### src/rtl/cache_ctrl_pkg.sv
// Shared types and geometry for the 4-way, 4-set write-back data cache controller.
package cache_ctrl_pkg;

  typedef enum logic [2:0] {
    IDLE   = 3'd0,
    WB_REQ = 3'd1,
    RF_REQ = 3'd2,
    UPDATE = 3'd3,
    ERROR  = 3'd4
  } state_t;

  localparam int unsigned NUM_SETS    = 4;
  localparam int unsigned WAYS        = 4;
  localparam int unsigned BLOCK_WORDS = 4;

endpackage

### src/rtl/cache_miss_ctrl_sat_counter.sv
// Saturating up-counter with synchronous clear, used for the performance counters.
module sat_counter #(
  parameter int unsigned W = 32
) (
  input  logic         CLK,
  input  logic         RST,
  input  logic         inc,
  input  logic         clr,
  output logic [W-1:0] q
);

  always_ff @(posedge CLK or posedge RST) begin
    if (RST) begin
      q <= '0;
    end else if (clr) begin
      q <= '0;
    end else if (inc && (q != '1)) begin
      q <= q + 1'b1;
    end
  end

endmodule

### src/rtl/cache_miss_ctrl.sv
// Miss sequencing controller: write-back eviction, refill, CPU stall and memory timeout.
// Optional performance counters are built when CACHE_CTRL_PERF_EN is defined.
module cache_miss_ctrl
  import cache_ctrl_pkg::*;
#(
  parameter int unsigned TIMEOUT_CYCLES = 255,
  parameter int unsigned CNT_W          = 32
) (
  input  logic             CLK,
  input  logic             RST,
  input  logic             cpu_read,
  input  logic             cpu_write,
  input  logic             hit,
  input  logic             miss,
  input  logic             victim_valid,
  input  logic             victim_dirty,
  input  logic             mem_ack,
  output logic             writeback,
  output logic             update,
  output logic             mem_wr_req,
  output logic             mem_rd_req,
  output logic             stall,
  output logic             err,
  output logic [2:0]       state_o
`ifdef CACHE_CTRL_PERF_EN
  ,
  output logic [CNT_W-1:0] hit_cnt,
  output logic [CNT_W-1:0] miss_cnt,
  output logic [CNT_W-1:0] wb_cnt
`endif
);

  localparam int unsigned TW = (TIMEOUT_CYCLES < 2) ? 1 : $clog2(TIMEOUT_CYCLES + 1);
  localparam logic [TW-1:0] TLAST = (TIMEOUT_CYCLES == 0) ? '0 : TW'(TIMEOUT_CYCLES - 1);

  state_t        state, state_n;
  logic [TW-1:0] tcnt;
  logic          req, in_xfer, tmo;

  assign req     = cpu_read | cpu_write;
  assign in_xfer = (state == WB_REQ) || (state == RF_REQ);
  // Expiry is detected one count early so ERROR lands after exactly TIMEOUT_CYCLES waiting cycles.
  assign tmo     = (TIMEOUT_CYCLES != 0) && (tcnt == TLAST);
  assign stall   = (state != IDLE) | (req & miss);

  always_comb begin
    state_n = state;
    case (state)
      IDLE:    if (req && miss) state_n = (victim_valid && victim_dirty) ? WB_REQ : RF_REQ;
      WB_REQ:  if (mem_ack) state_n = RF_REQ; else if (tmo) state_n = ERROR;
      RF_REQ:  if (mem_ack) state_n = UPDATE; else if (tmo) state_n = ERROR;
      UPDATE:  state_n = IDLE;
      ERROR:   state_n = ERROR;
      default: state_n = IDLE;
    endcase
  end

  always_ff @(posedge CLK or posedge RST) begin
    if (RST) begin
      state      <= IDLE;
      tcnt       <= '0;
      writeback  <= 1'b0;
      mem_wr_req <= 1'b0;
      mem_rd_req <= 1'b0;
      update     <= 1'b0;
      err        <= 1'b0;
      state_o    <= '0;
    end else begin
      state      <= state_n;
      writeback  <= (state_n == WB_REQ);
      mem_wr_req <= (state_n == WB_REQ);
      mem_rd_req <= (state_n == RF_REQ);
      update     <= (state_n == UPDATE);
      err        <= (state_n == ERROR);
      state_o    <= state_n;
      if ((state_n != state) && ((state_n == WB_REQ) || (state_n == RF_REQ))) begin
        tcnt <= '0;
      end else if (in_xfer && !mem_ack && (tcnt != '1)) begin
        tcnt <= tcnt + 1'b1;
      end
    end
  end

`ifdef CACHE_CTRL_PERF_EN
  logic replay;

  always_ff @(posedge CLK or posedge RST) begin
    if (RST) replay <= 1'b0;
    else     replay <= (state == UPDATE);
  end

  sat_counter #(.W(CNT_W)) u_hit_cnt (
    .CLK (CLK),
    .RST (RST),
    .inc ((state == IDLE) & req & hit & ~miss & ~replay),
    .clr (1'b0),
    .q   (hit_cnt)
  );

  sat_counter #(.W(CNT_W)) u_miss_cnt (
    .CLK (CLK),
    .RST (RST),
    .inc ((state == IDLE) & req & miss),
    .clr (1'b0),
    .q   (miss_cnt)
  );

  sat_counter #(.W(CNT_W)) u_wb_cnt (
    .CLK (CLK),
    .RST (RST),
    .inc ((state == WB_REQ) & mem_ack),
    .clr (1'b0),
    .q   (wb_cnt)
  );
`else
  logic unused_hit;
  assign unused_hit = &{1'b0, hit};
`endif

endmodule

### config.mk
export PLATFORM = sky130hd
export DESIGN_NAME = cache_miss_ctrl
export DESIGN_NICKNAME = d
export VERILOG_FILES = /design/src/rtl/cache_ctrl_pkg.sv /design/src/rtl/cache_miss_ctrl_sat_counter.sv /design/src/rtl/cache_miss_ctrl.sv
export SDC_FILE = /design/constraint.sdc
export NUM_CORES = 1
export LEC_CHECK = 0
export ABC_AREA = 1
export CORE_UTILIZATION = 50
export CTS_CLUSTER_SIZE = 16
export DETAILED_ROUTE_END_ITERATION = 16
export PLACE_DENSITY_LB_ADDON = 0.3
export SYNTH_ARGS = -nofsm -noshare
export SYNTH_HDL_FRONTEND = slang
export SYNTH_HIERARCHICAL = 1
export SYNTH_SLANG_ARGS = --single-unit
### constraint.sdc
create_clock -name CLK -period 2.9 [get_ports CLK]
set_clock_uncertainty 0.2 [all_clocks]
set_input_delay 0.29 -clock CLK [delete_from_list [all_inputs] [get_ports CLK]]
set_output_delay 0.29 -clock CLK [all_outputs]
set_load 0.01 [all_outputs]
; ---- After elaboration in Yosys (flattened, before gate mapping)
; Index checks and enable logic that the tools add are counted.
[totals]
reg_bits = 15
latchBits = 0
mem_bits_rw = 0
rom_bits = 0
inputBits = 9
out_inout_bits = 9
wordCells = 39
mem_count = 0
[op_classes]
addsub = 1
n_mul = 0
n_div = 0
magnitude_cmp = 0
eq_ne = 10
n_shift = 0
mux = 8
bitwise = 3
reduce_logical = 11
[op_table]
columns = operator, count
row1 = $mux W8, 2
row2 = $mux W3, 4
row3 = $pmux W3 S4, 1
row4 = $eq A3 B2 Y1 const B, 3
row5 = $add A8 B1 Y8 const B, 1
row6 = $eq A8 B8 Y1 const B, 1
row7 = $ne A8 B8 Y1 const B, 1
row8 = $eq A3 B1 Y1 const B, 2
row9 = $eq A3 B3 Y1 const B, 2
row10 = $logic_and A1 B1 Y1, 5
row11 = $logic_not A3 Y1, 1
row12 = $ne A3 B3 Y1, 1
row13 = $reduce_bool A3 Y1, 1
row14 = $logic_or A1 B1 Y1, 2
row15 = $mux W2, 1
row16 = $or A1 B1 Y1, 2
row17 = $reduce_bool A2 Y1, 1
row18 = $and A1 B1 Y1, 1
row19 = $logic_not A1 Y1, 1

; ---- Depth between registers and ports, before layout
[logic_depth]
depth_word = 8
ltp_mapped = 14
mapped_depth_nobuf = 14

; ---- Worst setup path before layout
; Ideal clock, no wire load.
[synth_timing]
path_type = reg-to-reg
start = reg tcnt[0]
end = reg tcnt[6]
setup_ps = 122
t_arrival_ps = 1411
t_required_ps = 2578
slack_ps = 1167
path_stages_with_launch = 14
n_path_buf = 0
period_less_slack_ps = 1733
cell_sequence = dfrtp_1 inv_1 ha_1 inv_1 nor2_1 nand2_1 nand3_2 nand2_1 nor2_2 nand2_2 nand2_2 inv_2 nor2_4 nor2_1
[synth_via]
elab_chain_len = 8
word_cells_on_any_way = 16
cone_classes = 1 x add/sub / 5 x eq/ne / 6 x mux / 4 x reduce/logical
[synth_rtl]
columns = item, line
row1 = from (decl), cache_miss_ctrl.sv:37  ; logic [TW-1:0] tcnt;
row2 = from (signal assigned), cache_miss_ctrl.sv:79  ; tcnt <= tcnt + 1'b1;
row3 = $eq A8 B8 Y1, cache_miss_ctrl.sv:43  ; assign tmo = (TIMEOUT_CYCLES != 0) && (tcnt == TLAST);
row4 = $mux W3, "cache_miss_ctrl.sv:50, cache_miss_ctrl.sv:51"
row5 = "$mux W3, on equally long branches", "cache_miss_ctrl.sv:51, cache_miss_ctrl.sv:50"
row6 = $pmux W3 S4, cache_miss_ctrl.sv:48  ; case (state)
row7 = $eq A3 B1 Y1 / $eq A3 B2 Y1 (equally long branches), cache_miss_ctrl.sv:76  ; if ((state_n != state) && ((state_n == WB_REQ) || (state_n == RF_REQ))) begin
row8 = $logic_or A1 B1 Y1, cache_miss_ctrl.sv:76
row9 = $logic_and A1 B1 Y1, cache_miss_ctrl.sv:76
row10 = $mux W8 / $reduce_bool A2 Y1 (equally long branches), --
; Several ways; a longest one is shown, not always the timed one. The select of a mux whose other input is x is not followed.
; A chain may end at the register's enable or synchronous reset.

; ---- Final worst setup path
[layout_timing]
start = reg state[1]
end = out stall
[layout_via]
elab_chain_len = 2
[layout_rtl]
columns = item, line
row1 = from (decl), cache_miss_ctrl.sv:36  ; state_t state, state_n;
row2 = from (signal assigned), cache_miss_ctrl.sv:69  ; state <= state_n;
row3 = $reduce_bool A3 Y1, cache_miss_ctrl.sv:44  ; assign stall = (state != IDLE) | (req & miss);
row4 = $or A1 B1 Y1, cache_miss_ctrl.sv:44
row5 = to (decl), cache_miss_ctrl.sv:22  ; output logic stall,
; No other way between the ends.

==> metrics.yaml <==
top_fanout_value_on_the_critical_path: 7
ys_top_cells_by_area: "sky130_fd_sc_hd__dfrtp_1 42%, sky130_fd_sc_hd__nand2_1 12%, sky130_fd_sc_hd__inv_1 11%"
floorplan.rows: 14
synth-main-ff-cell: "sky130_fd_sc_hd__dfrtp_1"
num_antenna_cells: 0
finalCriticalPeriod_ps: 2072
die_area_um2: 1947
routed_wire_length_per_instance_um: 11.82
sequentialPowerShare_pct: 60.4
worst_setup_slack_for_register_to_register_paths_ps: 900
grt_antenna_before_repair: 0
critical_path.n_buffers_inverters: 2
hold_viol_final: 0
netlist_top_cells_count: "29 x sky130_fd_sc_hd__nand2_1, 25 x sky130_fd_sc_hd__inv_1, 15 x sky130_fd_sc_hd__dfrtp_1, 15 x sky130_fd_sc_hd__nor2_1, 7 x sky130_fd_sc_hd__o21ai_0"
layout.nets: 153
internal_power_w: 0.0002716
worst_path_most_repeated_cell: "sky130_fd_sc_hd__nand2_1"
dp_hpwl_mm: 1.433
vias: 820
number_of_enable_flip_flop_cells_after_synthesis: 0
die-width_um: 44.12
run_status: "completed"
worst_setup_hold_path_clk_slew_ps: 80
drt.antenna.violating_nets: 0
cts_tree: "done"
synthToLayoutAreaGrowth_pct: 22.43
finish.instance_area_um2: 1086
floorplan.die.height_um: 44.12
drtIter0Drc: 8
post_synth_instance_area_um2: 887.1
clock_path_buffers: 2
final_setup_viols: 0
clock_tree.root_cell: "sky130_fd_sc_hd__clkbuf_4"
clkSinkCount: 15
post_drt_via_cell_ratio: 5.223
ys_warn_count: 6
num_io_pins: 18
overflow: 0
criticalPathCategory: "reg -> out"
cts-hold-fix-buffers: 0
postRouteWirelength_mm: 1.855
sw_frac_of_total_pct: 21.49
pwr-share-clk_pct: 34.7
syn-instance-count: 122
power_density_nw_per_um2: 318.5
worstMarginPinSlew_ps: 567.5
layout-drive-gt1-share_pct: 9.929
clkLatencyLatePin_ps: 290
yosysSeqAreaShare_pct: 42.31
max_stage_delay_ps: 480
synth_top_cell_by_area: "sky130_fd_sc_hd__dfrtp_1"
timing.slew.headroom_pct: 62.13
cts_post_setup_buffers_inserted: 0
timing.fmax_ghz: 0.4827
critical_path.startpoint_type: "register"
power.combinational.fraction_pct: 4.9
power.switching_w: 0.00007434
synth.ff_latch_count: 15
max_cap_violations: 0
synth.avg_cell_area_um2: 7.271
yosysUniqueCellTypes: 21
worst_ep_arrival_time_ps: 1580
drcViolationCount: 0
post_cts.resized_instances: 0
timing.critical_path.slowest_stage_cell: "sky130_fd_sc_hd__clkdlybuf4s50_1"
vdd_drop_max_mv: 0.2198
type_of_the_most_critical_hold_path: "in -> async"
tritoncts.num_buffers: 3
finalMaxSlewViolations: 0
fin_setup_tns_ps: 0
netlist.area_leader.share_pct: 42.31
setup.worst_path.end_class: "output pin"
grt_first_pass_wirelength_mm: 3.332
postSynth.asyncResetShare_pct: 100.0
setup_repair_after_global_routing_missed_its_margin: "false"
critical_path_cell_by_cell: "nor2_1, nand2_1, inv_1, nand2_1, clkdlybuf4s50_1"
buffer_ports.inserted: 16
final.period_utilization_pct: 71.44
first_pass_iters: 4
static-leakage-power_nw: 0.6029
clock_tree.htree_level_count: 1
final_core_utilization_pct: 68.89
initial_utilization_pct: 56.27
floorplan_core_area_um2: 1577
synth_most_common_cell: "sky130_fd_sc_hd__nand2_1"
syn_nets: 133
post_dp_cell_area_um2: 1060
path_delay_family: "buffers and inverters"
groute.usage.overall_pct: 23.24
grt_pass1_vias: 820
crit_required_ps: 2410
final_weighted_congestion_in_routability_driven_placement: 0.8360
grt_max_degree: 16
[cells in the final DEF, fill, tap and decap left out, types with 2 or more instances in the layout]
cell and n:
sky130_fd_sc_hd__nor2_1 15, sky130_fd_sc_hd__nand2_2 4, sky130_fd_sc_hd__dfrtp_1 15, sky130_fd_sc_hd__nand3_1 5, sky130_fd_sc_hd__ha_1 2, sky130_fd_sc_hd__clkbuf_4 3
sky130_fd_sc_hd__nor2_2 4, sky130_fd_sc_hd__o21ai_0 7, sky130_fd_sc_hd__xor2_1 2, sky130_fd_sc_hd__clkdlybuf4s50_1 16, sky130_fd_sc_hd__inv_1 25, sky130_fd_sc_hd__nand2_1 29
sky130_fd_sc_hd__nand4_1 4
[power groups by stage]
stage	Clock [W]	Sequential (W)	Combinational, W
global route	0.000132	0.000209	0.0000194
CTS	0.000122	0.000209	0.0000176
global placement	0	0.000213	0.0000169
detailed placement	0	0.000213	0.0000176
floorplan	0	0.000213	0.00000618
finish	0.000120	0.000209	0.0000171
[through the flow]
step | hold slack [ps] | power [W] | setup WS (ps) | std cells
floorplan | -8.521 | 0.0002193 | 1167 | 122
finish | 156.2 | 0.0003459 | 828.3 | 157
CTS | 187.9 | 0.0003489 | 829.2 | 157
detailed placement | 369.9 | 0.0002307 | 737.5 | 153
global placement | 349.3 | 0.0002301 | 818.3 | 153
global route | 232.4 | 0.0003605 | 708.3 | 157
[routing by layer]
| metal | vias to the layer above | routed length (um) | share of wire, % | global-route usage [%] |
|---|---|---|---|---|
| li1 | 410 | - | - | - |
| met1 | 388 | 797 | 43 | 25.98 |
| met2 | 17 | 962 | 52 | 41.76 |
| met3 | 5 | 57 | 3.1 | 4.082 |
| met4 | 0 | 38 | 2.0 | 12.12 |
| met5 | - | 0 | 0 | 0 |
[state kept, by name, indices dropped and copies added, names as in the netlist]
name,flops
err,1
tcnt,8
update,1
state,3
mem_wr_req,1
mem_rd_req,1
[final timing paths]
path	startpoint	cells after the start	to
min in group CLK	tcnt[7]$_DFFE_PP0P_	3	tcnt[7]$_DFFE_PP0P_
min reg2reg	tcnt[7]$_DFFE_PP0P_	3	tcnt[7]$_DFFE_PP0P_
min	RST	2	tcnt[6]$_DFFE_PP0P_
max	state[1]$_DFF_PP0_	5	stall
max in group asynchronous	RST	2	tcnt[1]$_DFFE_PP0P_
max reg2reg	tcnt[0]$_DFFE_PP0P_	13	tcnt[0]$_DFFE_PP0P_
[cells by family (layout without fill, tap and decap cells)]
logic type | Yosys count | after routing | share of synthesized area (%)
and+or+nand+nor | 64 | 64 | 33.14
DFF | 15 | 15 | 42.31
buffers and inverters | 27 | 46 | 11.85
xor gates and xnor gates | 3 | 3 | 2.962
AOI/OAI and AO/OA | 11 | 11 | 6.911
adders and majority gates | 2 | 2 | 2.820
[cell type report]
class                   count  area [um^2]
clock buffers               4        26.28
fillers                   148        490.5
inverters                  26        97.59
multi-input cells          80        406.6
flip-flops and latches     15        375.4
well taps                  16        20.02
repair buffers             16        160.2
(Power assumes the default switching activity.)
